$ cat src/rtl/audio_recorder.sv
// Left-channel I2S capture from the WM8731 ADC into sequential SRAM writes, clocked by codec BCLK.
// Optional: define AUDREC_PEAK_EN to add the o_peak magnitude tracker.
module audio_recorder #(
    parameter int                ADDR_W   = 20,
    parameter int                DATA_W   = 16,
    parameter logic [ADDR_W-1:0] MAX_ADDR = '1
) (
    input  logic              i_clk,
    input  logic              i_rst_n,
    input  logic              i_init_done,
    input  logic              i_start,
    input  logic              i_pause,
    input  logic              i_stop,
    input  logic              i_lrc,
    input  logic              i_data,
    output logic [ADDR_W-1:0] o_address,
    output logic [DATA_W-1:0] o_data,
    output logic              o_wen,
    output logic [ADDR_W-1:0] o_len,
    output logic              o_full,
    output logic              o_busy
`ifdef AUDREC_PEAK_EN
    ,
    output logic [DATA_W-1:0] o_peak
`endif
);
    localparam int CNT_W = $clog2(DATA_W) + 1;

    typedef enum logic [2:0] {
        IDLE,
        WAIT,
        SHIFT,
        WRITE,
        PAUSE
    } state_t;

    state_t            state;
    state_t            state_next;
    logic              init_latch;
    logic              lrc_prev;
    logic              pause_pend;
    logic [CNT_W-1:0]  bit_cnt;
    logic [DATA_W-2:0] shift_reg;
    logic [DATA_W-1:0] sample;
    logic              left_edge;
    logic              last_bit;
    logic              at_max;
    logic              start_rec;
    logic              capture;

    assign left_edge = lrc_prev & ~i_lrc;
    assign last_bit  = (bit_cnt == CNT_W'(DATA_W - 1));
    assign at_max    = (o_address == MAX_ADDR);
    assign sample    = {shift_reg, i_data};
    assign o_busy    = (state == WAIT) || (state == SHIFT) || (state == WRITE);
    assign capture   = (state == SHIFT) && (state_next == WRITE);

    always_ff @(posedge i_clk) begin
        if (!i_rst_n) begin
            state <= IDLE;
        end else begin
            state <= state_next;
        end
    end

    // Stop outranks pause, which outranks start, in every state.
    always_comb begin
        state_next = state;
        start_rec  = 1'b0;
        case (state)
            IDLE: begin
                if (!i_stop && !i_pause && i_start && init_latch) begin
                    state_next = WAIT;
                    start_rec  = 1'b1;
                end
            end
            WAIT: begin
                if (i_stop) begin
                    state_next = IDLE;
                end else if (i_pause) begin
                    state_next = PAUSE;
                end else if (left_edge) begin
                    state_next = SHIFT;
                end
            end
            SHIFT: begin
                if (i_stop) begin
                    state_next = IDLE;
                end else if (last_bit) begin
                    state_next = WRITE;
                end
            end
            WRITE: begin
                if (at_max || i_stop) begin
                    state_next = IDLE;
                end else if (pause_pend || i_pause) begin
                    state_next = PAUSE;
                end else begin
                    state_next = WAIT;
                end
            end
            PAUSE: begin
                if (i_stop) begin
                    state_next = IDLE;
                end else if (!i_pause && i_start) begin
                    state_next = WAIT;
                end
            end
            default: state_next = IDLE;
        endcase
    end

    // The write strobe is registered on the last bit so it is high exactly while in WRITE.
    always_ff @(posedge i_clk) begin
        if (!i_rst_n) begin
            init_latch <= 1'b0;
            lrc_prev   <= 1'b1;
            pause_pend <= 1'b0;
            bit_cnt    <= '0;
            shift_reg  <= '0;
            o_address  <= '0;
            o_data     <= '0;
            o_wen      <= 1'b0;
            o_len      <= '0;
            o_full     <= 1'b0;
        end else begin
            lrc_prev <= i_lrc;
            o_wen    <= capture;
            if (i_init_done) begin
                init_latch <= 1'b1;
            end
            if (state == SHIFT) begin
                shift_reg  <= sample[DATA_W-2:0];
                bit_cnt    <= bit_cnt + CNT_W'(1);
                pause_pend <= pause_pend | i_pause;
            end else begin
                bit_cnt    <= '0;
                pause_pend <= 1'b0;
            end
            if (capture) begin
                o_data <= sample;
                o_len  <= o_address + ADDR_W'(1);
            end
            if (start_rec) begin
                o_address <= '0;
                o_len     <= '0;
                o_full    <= 1'b0;
            end else if (state == WRITE) begin
                if (at_max) begin
                    o_full <= 1'b1;
                end else begin
                    o_address <= o_address + ADDR_W'(1);
                end
            end
        end
    end

`ifdef AUDREC_PEAK_EN
    logic [DATA_W-1:0] sample_mag;

    // Negating the most negative code overflows back to itself, so it saturates.
    always_comb begin
        sample_mag = sample;
        if (sample[DATA_W-1]) begin
            sample_mag = -sample;
            if (sample_mag[DATA_W-1]) begin
                sample_mag = {1'b0, {(DATA_W-1){1'b1}}};
            end
        end
    end

    always_ff @(posedge i_clk) begin
        if (!i_rst_n) begin
            o_peak <= '0;
        end else if (start_rec) begin
            o_peak <= '0;
        end else if (capture && (sample_mag > o_peak)) begin
            o_peak <= sample_mag;
        end
    end
`endif

endmodule
$ cat config.mk
export PLATFORM = sky130hd
export DESIGN_NAME = audio_recorder
export DESIGN_NICKNAME = d
export VERILOG_FILES = /design/src/rtl/audio_recorder.sv
export SDC_FILE = /design/constraint.sdc
export NUM_CORES = 1
export LEC_CHECK = 0
export CORE_MARGIN = 2
export CORE_UTILIZATION = 47
export CTS_CLUSTER_SIZE = 25
export DETAILED_ROUTE_END_ITERATION = 8
export HOLD_SLACK_MARGIN = 0.03
export PLACE_DENSITY = 0.87
export RECOVER_POWER = 100
export SLEW_MARGIN = 20
export SYNTH_ARGS = -nofsm -noshare
export SYNTH_HDL_FRONTEND = slang
export SYNTH_SLANG_ARGS = --single-unit
$ cat constraint.sdc
create_clock -name i_clk -period 1.6 [get_ports i_clk]
set_input_delay 0.32 -clock i_clk [delete_from_list [all_inputs] [get_ports i_clk]]
set_output_delay 0.32 -clock i_clk [all_outputs]
set_load 0.005 [all_outputs]
[Word-level counts from Yosys, hierarchy flattened]
Cells that the tools add are included.
Operators by class
  equal/unequal tests: 7
  mux-type cells: 13
  add/sub/neg operators: 2
  reductions and logical operators: 16
  bitwise gates (word level): 5
Operators by type and width (count)
  $mux 3: 10
  $add 20x1->20 const B: 1
  $eq 20x20->1 const B: 1
  $pmux 3 s5: 1
  $eq 3x2->1 const B: 3
  $reduce_and 2->1: 3
  $add 5x1->5 const B: 1
  $eq 5x4->1 const B: 1
  $logic_and 1x1->1: 5
  $logic_or 1x1->1: 4
  $eq 3x1->1 const B: 1
  $eq 3x3->1 const B: 1
  $logic_not 3->1: 1
  $not 1->1: 3
  $logic_not 1->1: 2
  $mux 1: 2
  $reduce_or 2->1: 1
  $and 1x1->1: 1
  $or 1x1->1: 1
Storage, ports and cells
  output and inout port bits: 59
  word-level logic and storage cells: 54
  flip-flop bits (word level): 84
  bits of input ports: 8

[Logic depth before layout (Yosys ltp)]
  word-level depth: 8
  depth in mapped cells: 8
  gate-level depth less buffers: 7

[Worst setup path after synthesis]
No wires, ideal clock.
  kind: reg-to-reg
  from: register o_address[0]
  to: register state[0]
  library setup time: 0.070 ns
  data arrival time: 1.692 ns
  clock period less this slack: 1.762 ns
  path slack: -0.162 ns
  cell stages (with the launch flop): 8
  data required time: 1.530 ns
  path buffers: 1
  cells stage by stage: dfxtp_1 ha_1 and3_1 buf_2 nand2_4 o21ai_2 or4_1 a21oi_1
Between the ends
  longest elaborated chain between the ends: 4
RTL lines
  from (decl): line 16  | output logic [ADDR_W-1:0] o_address,
  from (signal assigned): line 152  | o_address <= o_address + ADDR_W'(1);
  $eq 20x20->1: line 53  | assign at_max = (o_address == MAX_ADDR);
  $logic_or 1x1->1: line 94  | if (at_max || i_stop) begin
  $mux 3: line 94
  $pmux 3 s5: line 70  | case (state)
  to (signal assigned): line 62  | state <= state_next;
  to (decl): line 37  | state_t state;
Every way passes these cells.
A chain may end at the register's enable or synchronous reset.

[Worst setup path after layout]
  from: register o_address[12]
  to: register o_address[1]
Between the ends
  longest elaborated chain between the ends: 3
RTL lines (line)
  $eq 20x20->1: 53
  $not 1->1 (no source line)
  $reduce_and 2->1 (no source line)
Every way passes these cells.

==> impl_metrics.tcl <==
set metrics [dict create \
    fillers 368 \
    netlist_area_mm2 0.00360 \
    endpoint_kind "flip-flop" \
    hold_end "o_data[3]" \
    route.met2.wl_mm 7.34 \
    htreeDepth 3 \
    clockRootBuffer "clkbuf_8" \
    min_period_over_period_pct 129 \
    top_regs "o_address (20), o_len (20), o_data (16)" \
    synth_area_leaders "dfxtp_1, nand2_1, nor2_1" \
    setup_slack_ps -463 \
    timing.rr.start "o_address[12]" \
    regArea_mm2 0.00175 \
    finalNonFillerCells 681 \
    reg2reg_depth 7 \
    avgSynthCellArea_um2 8.48 \
    rr_endpoint "o_address[1]" \
    rrSetupSlack_ps -460 \
    synth-async-reset-ratio_pct 0 \
    status "finished with violations" \
    path_clk_slew_ps 110 \
    clock_path_buffers 2 \
    synthFlopType "dfxtp_1" \
    synth_edf_count 0 \
    fp.dieH_um 91.5 \
    power.leakage_nw 2.37 \
    setup_viol 63 \
    critical_path_required_ps 1870 \
    dieArea_mm2 0.00837 \
    violations "setup timing" \
    ys_seq_area_share_pct 46.8 \
    track_usage_pct 30.9 \
    wl_per_cell_um 23.0 \
    fin_worst_skew_ps 13.0 \
    mostFrequentLayoutCells "nand2_1, buf_4, dfxtp_1" \
    rsz0062_at_grt "yes" \
    min_path_type "flip-flop to flip-flop" \
    die_w_um 91.5 \
    drtIter0Drc 341 \
    core_area_mm2 0.00733 \
    grt_max_degree 34 \
    core.rowCount 31 \
    post-dp-hpwl_mm 6.67 \
    routed_wl_mm 15.7 \
    critPathLaunchType "flip-flop" \
    powerDensity_mw_per_mm2 641 \
    netlist_instances 424 \
    synth_top_area_cell "dfxtp_1" \
    avgViaCountPerCell 6.19 \
    first_global_vias 3870 \
    insertion_delay_ps 380 \
    grt_pass1_wl_mm 20.3 \
    drive_above_1_share_pct 40.9 \
    crit_type "flip-flop to flip-flop" \
    slew_violations 0 \
    synth_seq_cells 84 \
    n_antenna_cell 0 \
    gp_congestion 0.923 \
    setup_tns_ps -9870 \
    period_needed_ps 2060 \
    path_max_fanout 6 \
    cts.sinks 84 \
    boundaryPins 67 \
    tightestPinTransition_ps 664 \
    dpl.cell_count 616 \
    initial_utilization_pct 49.1 \
    final_area_mm2 0.00589 \
    final_hold_viol_count 0 \
    met1_length_mm 5.71 \
    multiInputGateArea_mm2 0.00216 \
    hp-start "o_data[3]" \
    holdPathStages 2 \
    slew_headroom_pct 55.7 \
    place_area_mm2 0.00473 \
    io_buffer_count 66 \
    fin_nets 588 \
    synthDistinctLibCells 44 \
    max_freq_ghz 0.485 \
    wl_met3_mm 1.49 \
    drc 0 \
    drtAntennaViolNets 0 \
    synth_top_area_share_pct 46.8 \
    top_layer "met4" \
    yosys_warnings 0 \
    vias 4213 \
    syn2layout_area_growth_pct 63.8 \
    maxCapViolCount 0 \
    first_pass_iters 5 \
    cts_made_buffers 9 \
    tritoncts "built" \
    syn-num-nets 435 \
    overflow 0 \
    peakVddDrop_v 0.000617 \
    antenna_found_initial 0 \
    critPathArrivalTime_ps 2340 \
]
Yosys cell counts, types with 7 or more instances:
cell	instances
nand4_1	10
xor2_1	21
a211oi_1	18
a21oi_1	37
dfxtp_1	84
clkbuf_1	8
buf_2	17
nor2_1	58
nand2_1	72
inv_1	8
and3_1	9
nor3_1	7
xnor2_1	12
routing by layer:
| metal | GRT usage [%] | vias up |
|---|---|---|
| li1 | - | 1764 |
| met1 | 37.3 | 2006 |
| met2 | 51.9 | 332 |
| met3 | 6.89 | 111 |
| met4 | 14.4 | 0 |
| met5 | 0 | - |
cell type report:
type / count / share of cell area [%]
well taps: 99 / 2.10
inverters: 9 / 0.573
flip-flops and latches: 84 / 29.7
repair buffers: 169 / 27.5
clock buffers: 9 / 2.10
clock inverters: 7 / 1.25
multi-input cells: 304 / 36.7
worst max-delay path by stage:
stage | startpoint | end | depth (start not counted)
after global placement | i_stop | o_address[6] | 5
after detailed placement | i_stop | o_address[6] | 5
after floorplan | o_address[16] | o_address[4] | 7
after global routing | o_address[12] | o_address[1] | 7
final | o_address[12] | o_address[1] | 7
after CTS | bit_cnt[1] | o_len[7] | 9
worst max-delay path, stage by stage (launching register included):
cell and delay [ps]:
dfxtp_2 380, buf_6 100, and4_1 210, nand4_1 280, buf_6 250, o21ai_4 280, mux2i_1 350, nor2_1 90
what timing repair did:
item,4_1_cts,5_1_grt
gates cloned,5,0
hold buffers,0,0
pin swaps,15,32
resized for setup,92,91
endpoints found under the setup margin,66,74
setup buffers,26,19
where the power goes:
group	internal [W]	total (W)	switching (W)
Combinational	0.0000388	0.000110	0.0000716
Sequential	0.00208	0.00208	0.00000334
Clock	0.000619	0.00159	0.000967
metrics by stage:
step / hold slack [ps] / setup slack (ps) / util (%) / total power, W
2_1_floorplan: 393 / -25.3 / - / 0.00219
3_3_place_gp: 442 / -273 / 64.5 / 0.00223
3_5_place_dp: 447 / -317 / 64.5 / 0.00223
4_1_cts: 460 / -119 / 74.9 / 0.00369
5_1_grt: 482 / -430 / 80.4 / 0.00387
6_report: 456 / -463 / 80.4 / 0.00378
logic make-up after synthesis:
group                    synth area share, %
AND/OR/NAND/NOR                         26.0
flip-flops                              46.8
buffers and inverters                   4.52
AO/OA/AOI/OAI                           13.3
XOR/XNOR                                8.04
adder cells (fa/ha/maj)                 1.04
multiplexers                           0.278
(Power assumes the default switching activity.)
